## config.mk

```make
export PLATFORM = sky130hd
export DESIGN_NAME = traceback_window
export DESIGN_NICKNAME = d
export VERILOG_FILES = /design/src/rtl/traceback_window.sv
export SDC_FILE = /design/constraint.sdc
export NUM_CORES = 1
export LEC_CHECK = 0
export BUFFER_PORTS_ARGS = -buffer_cell sky130_fd_sc_hd__buf_4
export CAP_MARGIN = 30
export CORE_MARGIN = 8
export CORE_UTILIZATION = 28
export DETAILED_ROUTE_END_ITERATION = 10
export GPL_TIMING_DRIVEN = 1
export PLACE_DENSITY = 0.46
export SETUP_SLACK_MARGIN = 0.15
export SLEW_MARGIN = 5
export SYNTH_ARGS = -nofsm -noshare
export SYNTH_HDL_FRONTEND = slang
export SYNTH_SLANG_ARGS = --single-unit
```

## constraint.sdc

```tcl
create_clock -name clk -period 2.9 [get_ports clk]
set_input_delay 0.29 -clock clk [delete_from_list [all_inputs] [get_ports clk]]
set_output_delay 0.29 -clock clk [all_outputs]
set_load 0.02 [all_outputs]
```

## src/rtl/traceback_window.sv

```systemverilog
// Sliding-window Viterbi traceback with survivor store and oldest-first output.
// Ports:
//   clk, rst_n (async, active-low)
//   surv_valid/surv_ready, surv_row[S], best_state[M], surv_last : ACS rows in
//   out_valid/out_ready, out_bit, out_last : decoded bit stream out
//   busy : traceback or emit in progress
module traceback_window #(
  parameter int M = 2,
  parameter int L = 6,
  parameter int B = 4
) (
  input  logic              clk,
  input  logic              rst_n,
  input  logic              surv_valid,
  output logic              surv_ready,
  input  logic [(1<<M)-1:0] surv_row,
  input  logic [M-1:0]      best_state,
  input  logic              surv_last,
  output logic              out_valid,
  input  logic              out_ready,
  output logic              out_bit,
  output logic              out_last,
  output logic              busy
);

  localparam int S      = 1 << M;
  localparam int D      = L + B;
  localparam int TIME_W = $clog2(D);
  localparam int CNT_W  = $clog2(D + 1);

  localparam logic [TIME_W-1:0] T_MAX   = TIME_W'(D - 1);
  localparam logic [TIME_W-1:0] T_ONE   = TIME_W'(1);
  localparam logic [CNT_W-1:0]  CNT_ONE = CNT_W'(1);
  localparam logic [CNT_W-1:0]  D_C     = CNT_W'(D);
  localparam logic [CNT_W-1:0]  L_C     = CNT_W'(L);
  localparam logic [CNT_W-1:0]  B_C     = CNT_W'(B);

  typedef enum logic [1:0] {
    IDLE,
    TRACE,
    DECODE,
    EMIT
  } state_e;

  state_e             state_q, state_d;
  logic [TIME_W-1:0]  wr_ptr_q, wr_ptr_d;
  logic [CNT_W-1:0]   pend_q, pend_d;
  logic [M-1:0]       start_q, start_d;
  logic [M-1:0]       cur_q, cur_d;
  logic [TIME_W-1:0]  t_q, t_d;
  logic [CNT_W-1:0]   cnt_q, cnt_d;
  logic               flush_q, flush_d;
  logic               last_pend_q, last_pend_d;
  logic [CNT_W-1:0]   lifo_cnt_q, lifo_cnt_d;
  logic               out_valid_q, out_valid_d;
  logic               out_bit_q, out_bit_d;
  logic               out_last_q, out_last_d;

  logic [S-1:0]       mem_q [D];
  logic [D-1:0]       lifo_q;

  logic               accept;
  logic               push;
  logic               launch;
  logic               surv_bit;
  logic [M-1:0]       pred;
  logic [TIME_W-1:0]  t_dec;
  logic [TIME_W-1:0]  wr_inc;
  logic [TIME_W-1:0]  newest;
  logic [CNT_W-1:0]   pop_c;

  assign surv_ready = (state_q == IDLE) ||
                      ((state_q == EMIT) && (pend_q < D_C) &&
                       !flush_q && !last_pend_q);
  assign accept     = surv_valid && surv_ready;
  assign busy       = (state_q != IDLE);
  assign out_valid  = out_valid_q;
  assign out_bit    = out_bit_q;
  assign out_last   = out_last_q;

  assign surv_bit = mem_q[t_q][cur_q];
  assign pred     = {cur_q[M-2:0], surv_bit};
  assign t_dec    = (t_q == '0) ? T_MAX : t_q - T_ONE;
  assign wr_inc   = (wr_ptr_q == T_MAX) ? '0 : wr_ptr_q + T_ONE;
  assign pop_c    = lifo_cnt_q - CNT_ONE;

  // Row index of the most recent survivor, including one written this cycle.
  assign newest = accept ? wr_ptr_q :
                  ((wr_ptr_q == '0) ? T_MAX : wr_ptr_q - T_ONE);

  always_comb begin
    state_d     = state_q;
    wr_ptr_d    = wr_ptr_q;
    pend_d      = pend_q;
    start_d     = start_q;
    cur_d       = cur_q;
    t_d         = t_q;
    cnt_d       = cnt_q;
    flush_d     = flush_q;
    last_pend_d = last_pend_q;
    lifo_cnt_d  = lifo_cnt_q;
    out_valid_d = out_valid_q;
    out_bit_d   = out_bit_q;
    out_last_d  = out_last_q;
    push        = 1'b0;
    launch      = 1'b0;

    if (accept) begin
      wr_ptr_d = wr_inc;
      pend_d   = pend_q + CNT_ONE;
      start_d  = best_state;
      if (surv_last) begin
        last_pend_d = 1'b1;
      end
    end

    unique case (state_q)
      IDLE: begin
        launch = 1'b1;
      end
      TRACE: begin
        cur_d = pred;
        t_d   = t_dec;
        cnt_d = cnt_q - CNT_ONE;
        if (cnt_q == CNT_ONE) begin
          state_d = DECODE;
          cnt_d   = B_C;
        end
      end
      DECODE: begin
        cur_d      = pred;
        t_d        = t_dec;
        cnt_d      = cnt_q - CNT_ONE;
        push       = 1'b1;
        lifo_cnt_d = lifo_cnt_q + CNT_ONE;
        if (cnt_q == CNT_ONE) begin
          state_d = EMIT;
          if (flush_q) begin
            pend_d   = '0;
            wr_ptr_d = '0;
            start_d  = '0;
          end else begin
            pend_d = pend_q - B_C;
          end
        end
      end
      EMIT: begin
        // Output register refills from the LIFO top on each handshake.
        if (!out_valid_q || out_ready) begin
          if (lifo_cnt_q != '0) begin
            out_valid_d = 1'b1;
            out_bit_d   = lifo_q[pop_c[TIME_W-1:0]];
            out_last_d  = flush_q && (lifo_cnt_q == CNT_ONE);
            lifo_cnt_d  = pop_c;
          end else begin
            out_valid_d = 1'b0;
            out_last_d  = 1'b0;
            flush_d     = 1'b0;
            state_d     = IDLE;
            launch      = 1'b1;
          end
        end
      end
      default: begin
        state_d = IDLE;
      end
    endcase

    // Flush takes priority over a full window; both trace from the newest row.
    if (launch) begin
      if (last_pend_d) begin
        state_d     = DECODE;
        flush_d     = 1'b1;
        last_pend_d = 1'b0;
        cnt_d       = pend_d;
        cur_d       = '0;
        t_d         = newest;
      end else if (pend_d == D_C) begin
        state_d = TRACE;
        cnt_d   = L_C;
        cur_d   = start_d;
        t_d     = newest;
      end
    end
  end

  always_ff @(posedge clk or negedge rst_n) begin
    if (!rst_n) begin
      state_q     <= IDLE;
      wr_ptr_q    <= '0;
      pend_q      <= '0;
      start_q     <= '0;
      cur_q       <= '0;
      t_q         <= '0;
      cnt_q       <= '0;
      flush_q     <= 1'b0;
      last_pend_q <= 1'b0;
      lifo_cnt_q  <= '0;
      out_valid_q <= 1'b0;
      out_bit_q   <= 1'b0;
      out_last_q  <= 1'b0;
    end else begin
      state_q     <= state_d;
      wr_ptr_q    <= wr_ptr_d;
      pend_q      <= pend_d;
      start_q     <= start_d;
      cur_q       <= cur_d;
      t_q         <= t_d;
      cnt_q       <= cnt_d;
      flush_q     <= flush_d;
      last_pend_q <= last_pend_d;
      lifo_cnt_q  <= lifo_cnt_d;
      out_valid_q <= out_valid_d;
      out_bit_q   <= out_bit_d;
      out_last_q  <= out_last_d;
    end
  end

  // Storage arrays carry no reset; pointers qualify their contents.
  always_ff @(posedge clk) begin
    if (accept) begin
      mem_q[wr_ptr_q] <= surv_row;
    end
    if (push) begin
      lifo_q[lifo_cnt_q[TIME_W-1:0]] <= cur_q[M-1];
    end
  end

endmodule

```

==> results of run 1 <==
-- metal layers --
layer	vias up	wire length (microns)
li1	1298	-
met1	1343	4010
met2	37	4350
met3	11	278
met4	0	153
met5	-	0
-- cell type report --
type / count / area, sq um
clock buffer: 9 / 225
fill: 1443 / 9690
tap: 184 / 230
timing repair buffer: 27 / 205
clock inverter: 7 / 62.6
sequential: 81 / 2280
inverter: 14 / 52.6
multi-input combinational: 231 / 1730
-- kinds of logic (layout without fill, tap and decap cells) --
kind of cell	Yosys count	after routing	share of synthesized area, %
and+or+nand+nor	122	122	15.8
DFF	81	81	54.9
AOI/OAI and AO/OA	58	58	9.62
buffers and inverters	31	57	3.41
muxes	26	26	9.68
adders and majority gates	14	14	4.22
xor gates and xnor gates	11	11	2.32
-- state kept, by name, summed over array words and instances (netlist names) --
register / cells
cnt_q: 4
cur_q: 2
flush_q: 1
last_pend_q: 1
lifo_cnt_q: 4
lifo_q: 10
mem_q: 40
out_bit: 1
out_last: 1
out_valid: 1
pend_q: 4
start_q: 2
state_q: 2
t_q: 4
wr_ptr_q: 4
-- stage by stage --
step	hold WS [ns]	power, mW	std cells
floorplan	-0.00559	3.31	343
global placement	0.262	3.81	536
detailed placement	0.273	3.84	536
CTS	0.205	4.96	553
global route	0.202	5.24	553
finish	0.209	4.90	553
-- cells in the final DEF (no fill, tap or decap), types with 2 or more instances in the layout --
cell type,Yosys,final
edfxtp_1,50,50
nor2_1,38,37
dfrtp_1,31,31
buf_4,0,26
nand2_1,25,25
a21oi_1,17,17
inv_1,14,14
nor3_1,14,14
ha_1,14,13
o21ai_0,12,12
mux2i_1,12,12
mux4_2,11,11
clkbuf_16,0,9
nor2b_1,7,7
nand3_1,7,7
nand2b_1,6,6
xnor2_1,6,6
xor2_1,5,5
a31oi_1,5,5
nand3b_1,4,4
a211oi_1,4,4
a31o_2,3,3
and2_1,3,3
o31ai_1,3,3
mux2_2,3,3
clkinv_4,0,3
or2_2,2,2
nor4b_1,2,2
nor4_1,2,2
o2bb2ai_1,2,2
inv_8,0,2
-- repair_timing --
action                     in CTS  in global routing
gates resized for setup         0                  2
hold buffers                    1                  0
buffers inserted                0                  0
hold endpoints to repair       31                  0
setup endpoints to repair       0                  8
-- final timing paths --
| kind | slack, ns | endpoint | cells past startpoint |
|---|---|---|---|
| worst max-delay path | 0.38 | state_q[1] | 8 |
| worst min-delay path | 0.21 | mem_q[3][1] | 1 |
| worst max register to register | 0.38 | state_q[1] | 8 |
| worst min register to register | 0.49 | out_last | 2 |
| max in group asynchronous | 2.16 | out_valid | 2 |
| min in group asynchronous | 0.43 | pend_q[3] | 2 |
-- power by group --
| group | leakage, nW | switching [mW] | internal (mW) | total [mW] |
|---|---|---|---|---|
| clock | 0.144 | 0.506 | 0.598 | 1.10 |
| combinational | 0.813 | 1.05 | 0.891 | 1.94 |
| sequential | 0.828 | 0.348 | 1.51 | 1.85 |
| total | 1.78 | 1.90 | 2.99 | 4.90 |
-- critical path: stages (launching register included) --
cell and delay (ns):
dfrtp_1 0.43, ha_1 0.25, nor4b_4 0.31, o211a_1 0.35, a211oi_4 0.11, a311oi_4 0.37, nand3_1 0.19, nor2_2 0.24
o21ai_0 0.13
==> metrics.txt, run 1 <==
status=finished clean; post-route ant nets=0; PD cells=1020 mW/mm^2; final instance area=0.00479 sq mm; GPL Wtd Cong=0.751; Layout Nets=389; routed vias=2689; final core occ=33.1%; initial cell density of the core=28.6%; WP data arrival=2.72 ns; DP Worst Slack=0.210 ns; Clock Path Buffers=2; total track usage=9.93%; fin crit period=2.52 ns; CP Class=register to register; crit path launch type=register; initial antenna violation count=0; register area share after synthesis=54.9%; die width=138 microns; Top FF cell, synth=edfxtp_1; Area Overhead vs Synth=15.4%; RSZ-0062 raised after global routing=no; most common cell in the netlist=edfxtp_1; f_max=397 MHz; Slew @ Worst Pin=0.482 ns; Final WS setup=0.381 ns; max-slew violations=0; DRC Markers=0; first-pass GRT wire length=14.4 mm; wire per inst=15.9 microns; Synth Register Bits=81; worst min path class=input pin to register; # rows=44; Post-synth EDFFs=50; detailed placement HPWL=6.34 mm; DRT Pass-1 Iters=4; post-synth top area share=36.2%; input/output buffers=15; M3 GR Usage=2.55%; post-synthesis async set-or-reset flop share=38.3%; worst rel slew slack=67.6%; Max VDD drop=0.326 mV; CTS buffer count=9; GRT met2 Usage=16.5%; largest net degree at the start of global routing=32; CTS tree=built; layout cell share with drive strength beyond 1=19.2%; vias in the first global route=2709; die area=0.0190 sq mm; Max-Cap Viols=0; Hold Violations, Final=0; Crit. End Element=register; Layout Skew=0.00855 ns; CTS sink count=81; Setup TNS=0 ns; grt ovf=0; die height=138 microns; Leak=1.78 nW; clk slew on worst S/H paths=0.07 ns; global route hottest layer=met2; HP Start=surv_row[1]; Syn Area/Cell=12.1 sq um; top cells by count, synth=50 x edfxtp_1, 38 x nor2_1, 31 x dfrtp_1; final WL=8.79 mm; Setup Viol. Count Final=0; synth unique cells=55; H-tree depth=3; WP data required=3.10 ns; diodes inserted=0; Worst Setup SP=pend_q[2]; boundary pin count=16; Placed Area=0.00448 sq mm; vias per cell=4.86; Clk Latency, worst-skew pair=0.35 ns; syn nets=368; YS warnings=0; Starting DRT DRC Count=129; final worst-path cycle share=86.9%; met1 Usage GRT=12.0%; Root Buffer=clkbuf_16; Core ar.=0.0145 sq mm; Mapped Area=0.00415 sq mm; Syn Inst Count=343; post-synth top area cell=edfxtp_1; CP max FO=6; R2R Path Start=pend_q[2]; top post-synthesis cells by area=edfxtp_1 36%, dfrtp_1 19%, mux4_2 6.0%
(Power assumes the default switching activity.)
==> inputs of run 2 (changes only) <==
- CORE_MARGIN: 8 -> 2
==> run 2 against run 1 <==
Against the previous run: first-iteration DRC count rose by 19%; register-to-register slack got worse by 0.05 ns; critical endpoint is now t_q[1]; hold slack got worse by 0.0091 ns; combinational power barely moved; sequential power barely moved; highest routed layer unchanged; flip-flop and latch count did not move; non-clock buffer count rose by 1.
==> metrics.txt, run 2 (synthesized netlist as in run 1, its figures left out) <==
PD cells=1030 mW/mm^2 (was 1020 mW/mm^2); Max-Cap Viols=0 (unchanged); Layout Skew=0.00582 ns (was 0.00855 ns); CTS buffer count=9 (unchanged); diodes inserted=0 (unchanged); initial cell density of the core=28.6% (unchanged); Setup TNS=0 ns (unchanged); Root Buffer=clkbuf_16 (unchanged); Area Overhead vs Synth=16.3% (was 15.4%); DRC Markers=0 (unchanged); total track usage=12.0% (was 9.93%); CP Class=register to register (unchanged); H-tree depth=3 (unchanged); GPL Wtd Cong=0.736 (was 0.751); largest net degree at the start of global routing=32 (unchanged); WP data arrival=2.83 ns (was 2.72 ns); WP data required=3.16 ns (was 3.10 ns); crit path launch type=register (unchanged); grt ovf=0 (unchanged); f_max=389 MHz (was 397 MHz); wire per inst=15.7 microns (was 15.9 microns); # rows=44 (unchanged); Leak=1.79 nW (was 1.78 nW); Hold Violations, Final=0 (unchanged); first-pass GRT wire length=14.6 mm (was 14.4 mm); DRT Pass-1 Iters=4 (unchanged); footprint of the multi-input gates=0.00175 sq mm (was 0.00173 sq mm); CTS tree=built (unchanged); fin crit period=2.57 ns (was 2.52 ns); vias in the first global route=2800 (was 2709); die width=126 microns (was 138 microns); input/output buffers=15 (unchanged); most frequent cells in the layout=50 x edfxtp_1, 37 x nor2_1, 31 x dfrtp_1 (unchanged); RSZ-0062 raised after global routing=no (unchanged); boundary pin count=16 (unchanged); final core occ=33.3% (was 33.1%); vias per cell=4.79 (was 4.86); Core ar.=0.0145 sq mm (unchanged); Largest register FFs=40 (unchanged); initial antenna violation count=0 (unchanged); Max VDD drop=0.359 mV (was 0.326 mV); Fillers=1437 (was 1443); clk slew on worst S/H paths=0.07 ns (about the same); Setup Viol. Count Final=0 (unchanged); Slew @ Worst Pin=0.525 ns (was 0.482 ns); most flop-heavy register=mem_q (unchanged); Clock Path Buffers=2 (unchanged); detailed placement HPWL=6.30 mm (was 6.34 mm); CTS sink count=81 (unchanged); worst rel slew slack=64.7% (was 67.6%); layout cell share with drive strength beyond 1=19.5% (was 19.2%); commonest non-fill, non-tap cell in the layout=edfxtp_1 (unchanged); Clk Latency, worst-skew pair=0.35 ns (about the same); worst min path class=input pin to register (unchanged); Layout Nets=390 (was 389); final WL=8.72 mm (was 8.79 mm); final worst-path cycle share=88.6% (was 86.9%); CP max FO=14 (was 6); status=finished clean (unchanged); Starting DRT DRC Count=154 (was 129); max-slew violations=0 (unchanged); die area=0.0158 sq mm (was 0.0190 sq mm); FF/Latch Area=0.00228 sq mm (unchanged); routed vias=2652 (was 2689); Crit. End Element=register (unchanged); die height=126 microns (was 138 microns); post-route ant nets=0 (unchanged)
run 2: path summary, 6_finish.rpt:
check / start / slack [ns] / cells past startpoint / to
max in group asynchronous: rst_n / 2.17 / 2 / cur_q[1]
min in group asynchronous: rst_n / 0.43 / 2 / pend_q[0]
hold reg to reg: out_last / 0.49 / 2 / out_last
setup / recovery: state_q[1] / 0.33 / 9 / t_q[1]
hold / removal: surv_row[1] / 0.20 / 1 / mem_q[0][1]
setup reg to reg: state_q[1] / 0.33 / 9 / t_q[1]
run 2: worst max-delay path: stages, from the launching register on:
cell and delay, ns:
dfrtp_1 0.40, inv_1 0.12, ha_1 0.27, nand3b_1 0.23, o211a_4 0.20, buf_4 0.20
a311oi_4 0.45, nand4_4 0.19, and2_4 0.24, mux2i_1 0.17
run 2: per-stage QoR:
step	power (mW)	std cells	worst slack (ns)	instance area, sq um	hold WS, ns
3_3_place_gp	3.82	536	0.154	4480	0.267
5_1_grt	5.39	554	0.155	4820	0.186
6_report	4.99	554	0.330	4820	0.200
2_1_floorplan	3.31	343	0.499	4150	-0.00559
4_1_cts	5.04	553	0.156	4800	0.189
3_5_place_dp	3.84	536	0.162	4480	0.269
run 2: metal layers:
| metal | global-route usage (%) | vias to the layer above | wire length (microns) |
|---|---|---|---|
| li1 | - | 1307 | - |
| met1 | 15.1 | 1305 | 4070 |
| met2 | 19.5 | 33 | 4300 |
| met3 | 4.63 | 7 | 266 |
| met4 | 2.75 | 0 | 75 |
| met5 | 0 | - | 0 |
run 2: layout make-up:
cell class,count,area share (%)
Multi-Input combinational cell,231,36.2
Clock buffer,10,4.75
Tap cell,184,4.77
Inverter,14,1.09
Sequential cell,81,47.2
Clock inverter,6,1.56
Timing Repair Buffer,28,4.41
run 2: what timing repair did:
action / 4_1_cts / 5_1_grt
hold buffers: 1 / 0
hold endpoints to repair: 31 / 0
resized for setup: 0 / 4
buffers inserted: 0 / 1
setup endpoints to repair: 0 / 9
run 2: where the power goes:
group | total, mW | switching [mW] | internal, mW
logic | 1.96 | 1.05 | 0.908
registers | 1.86 | 0.352 | 1.51
clock network | 1.17 | 0.491 | 0.681
==> inputs of run 3 (changes only) <==
- CORE_UTILIZATION: 28 -> 55
- CTS_BUF_LIST: default -> sky130_fd_sc_hd__clkbuf_4 sky130_fd_sc_hd__clkbuf_8 sky130_fd_sc_hd__clkbuf_16
- GPL_TIMING_DRIVEN: 1 -> 0
- PLACE_DENSITY: 0.46 -> 0.76
==> run 3 against run 2 <==
Against the previous run: clock skew is 0.0024 ns higher; worst setup slack improved by 0.011 ns; sequential share of layout area rose by 1.9 points; combinational power increased by 8%; flip-flop and latch count unchanged; final area decreased by 3.9%; clock-buffer cell count fell by 1; global-route usage rose by 7.8 points; die area is 48% lower.
==> metrics.txt, run 3 (synthesized netlist as in run 1, its figures left out) <==
largest net degree at the start of global routing=32 (unchanged); first-pass GRT wire length=12.7 mm (was 14.6 mm); clk slew on worst S/H paths=0.09 ns (was 0.07 ns); Clk Latency, worst-skew pair=0.36 ns (was 0.35 ns); worst rel slew slack=60.7% (was 64.7%); most flop-heavy register=mem_q (unchanged); vias in the first global route=2650 (was 2800); DR WL met3=258 microns (was 266 microns); Core ar.=0.00729 sq mm (was 0.0145 sq mm); f_max=391 MHz (was 389 MHz); worst min path class=input pin to register (unchanged); GPL Wtd Cong=0.816 (was 0.736); Max VDD drop=0.478 mV (was 0.359 mV); routed vias=2709 (was 2652); Clk pwr share=16.4% (was 23.5%); PnR Total Power=4.59 mW (was 4.99 mW); Largest register FFs=40 (unchanged); Comb pwr share=46.1% (was 39.3%); crit path launch type=register (unchanged); post-route ant nets=0 (unchanged); DRT Pass-1 Iters=4 (unchanged); R2R Path Start=pend_q[2] (was state_q[1]); Setup Viol. Count Final=0 (unchanged); Reg-to-Reg End=t_q[3] (was t_q[1]); # rows=31 (was 44); worst hold endpoint=mem_q[5][1] (was mem_q[0][1]); HP Start=surv_row[1] (unchanged); met1 WL=3.40 mm (was 4.07 mm); CTS sink count=81 (unchanged); Starting DRT DRC Count=154 (unchanged); CP Class=register to register (unchanged); Slew @ Worst Pin=0.590 ns (was 0.525 ns); Crit. End Element=register (unchanged); final worst-path cycle share=88.2% (was 88.6%); Cell Int Power=2.74 mW (was 3.09 mW); CP max FO=9 (was 14); detailed placement HPWL=5.41 mm (was 6.30 mm); WP data arrival=2.79 ns (was 2.83 ns); input/output buffers=15 (unchanged); die area=0.00825 sq mm (was 0.0158 sq mm); worst hold stages=1 (unchanged); Psw=1.86 mW (was 1.90 mW); die width=90.8 microns (was 126 microns); Clock Path Buffers=2 (unchanged); commonest non-fill, non-tap cell in the layout=edfxtp_1 (unchanged); Min Hold Slack=0.184 ns (was 0.200 ns); initial antenna violation count=0 (unchanged); Worst Setup SP=pend_q[2] (was state_q[1]); Layout Skew=0.00826 ns (was 0.00582 ns); switching part of the total=40.4% (was 38.0%); CTS tree=built (unchanged); initial cell density of the core=56.9% (was 28.6%); Hold Violations, Final=0 (unchanged); R2R depth=10 (was 9); worst reg2reg setup slack=0.34 ns (was 0.33 ns); Area Overhead vs Synth=11.7% (was 16.3%); grt ovf=0 (unchanged); final WL=7.63 mm (was 8.72 mm); Setup TNS=0 ns (unchanged); vias per cell=5.69 (was 4.79); H-tree depth=3 (unchanged); RSZ-0062 raised after global routing=no (unchanged); Root Buffer=clkbuf_8 (was clkbuf_16); Layout Nets=397 (was 390); layout cell share with drive strength beyond 1=20.2% (was 19.5%); wire per inst=16.0 microns (was 15.7 microns); die height=90.8 microns (was 126 microns); DR top layer=met4 (unchanged); max-slew violations=0 (unchanged); Max-Cap Viols=0 (unchanged); boundary pin count=16 (unchanged); met2 wire len=3.81 mm (was 4.30 mm); most frequent cells in the layout=50 x edfxtp_1, 33 x nor2_1, 31 x dfrtp_1 (was 50 x edfxtp_1, 37 x nor2_1, 31 x dfrtp_1); fin crit period=2.56 ns (was 2.57 ns); PD cells=991 mW/mm^2 (was 1030 mW/mm^2); CTS buffer count=9 (unchanged); DRC Markers=0 (unchanged); WP data required=3.13 ns (was 3.16 ns); diodes inserted=0 (unchanged); sequential power share=37.5% (was 37.2%); total track usage=19.7% (was 12.0%); status=finished clean (unchanged); Leak=1.74 nW (was 1.79 nW)
run 3: cell count changes in the layout (fill, tap and decap cells not counted), moves of 4 or more:
cell | previous run | this run
buf_4 | 27 | 17
clkbuf_1 | 1 | 9
clkbuf_16 | 9 | 0
nor2_2 | 0 | 5
clkbuf_8 | 0 | 9
nor2_1 | 37 | 33
run 3: power by group through the flow:
stage	combinational [mW]	sequential, mW	clock (mW)
finish	2.12	1.72	0.753
global route	2.35	1.76	0.814
CTS	2.08	1.72	0.770
detailed placement	2.06	1.74	0
global placement	2.00	1.73	0
floorplan	1.61	1.70	0
run 3: worst max-delay path by stage:
stage                              to  slack, ns  cells past startpoint
final                          t_q[3]       0.34                     10
after global routing           t_q[3]       0.17                     11
after CTS                      t_q[3]       0.14                     10
after detailed placement  mem_q[4][1]       0.09                      7
after global placement         t_q[3]       0.11                     10
after floorplan           mem_q[4][0]       0.50                      7
run 3: cell type report:
| type | count | area (sq um) |
|---|---|---|
| Clock inverter | 7 | 52.6 |
| Multi-Input combinational cell | 231 | 1780 |
| Fill cell | 590 | 2660 |
| Clock buffer | 9 | 124 |
| Buffer | 17 | 91.3 |
| Sequential cell | 81 | 2280 |
| Inverter | 14 | 52.6 |
| Timing Repair Buffer | 18 | 138 |
| Tap cell | 99 | 124 |
run 3: per-layer routing:
metal	up-vias	GRT usage, %
met5	-	0
met4	0	7.20
met3	17	4.01
met2	67	32.6
met1	1306	26.0
li1	1319	-
run 3: per-stage QoR:
step / instance area (sq um) / instances / util [%] / setup slack [ns]
after CTS: 4580 / 474 / 62.9 / 0.144
after detailed placement: 4380 / 457 / 60.1 / 0.0878
final: 4630 / 476 / 63.6 / 0.341
after global placement: 4380 / 457 / 60.1 / 0.111
after floorplan: 4150 / 343 / - / 0.499
after global routing: 4630 / 476 / 63.6 / 0.168
run 3: timing repair:
item                                    4_1_cts  5_1_grt
buffers inserted                              0        2
endpoints found under the hold margin        31        0
hold buffers                                  1        0
endpoints found under the setup margin       11       41
resized for setup                             3       12
run 3: critical path, stage by stage, from the launching register on:
cell      delay (ns)
dfrtp_1         0.43
ha_1            0.25
nor4b_4         0.30
o211a_1         0.19
buf_6           0.15
a211oi_4        0.08
a311oi_4        0.38
nand4_4         0.20
and2_4          0.22
buf_6           0.12
mux2i_1         0.11
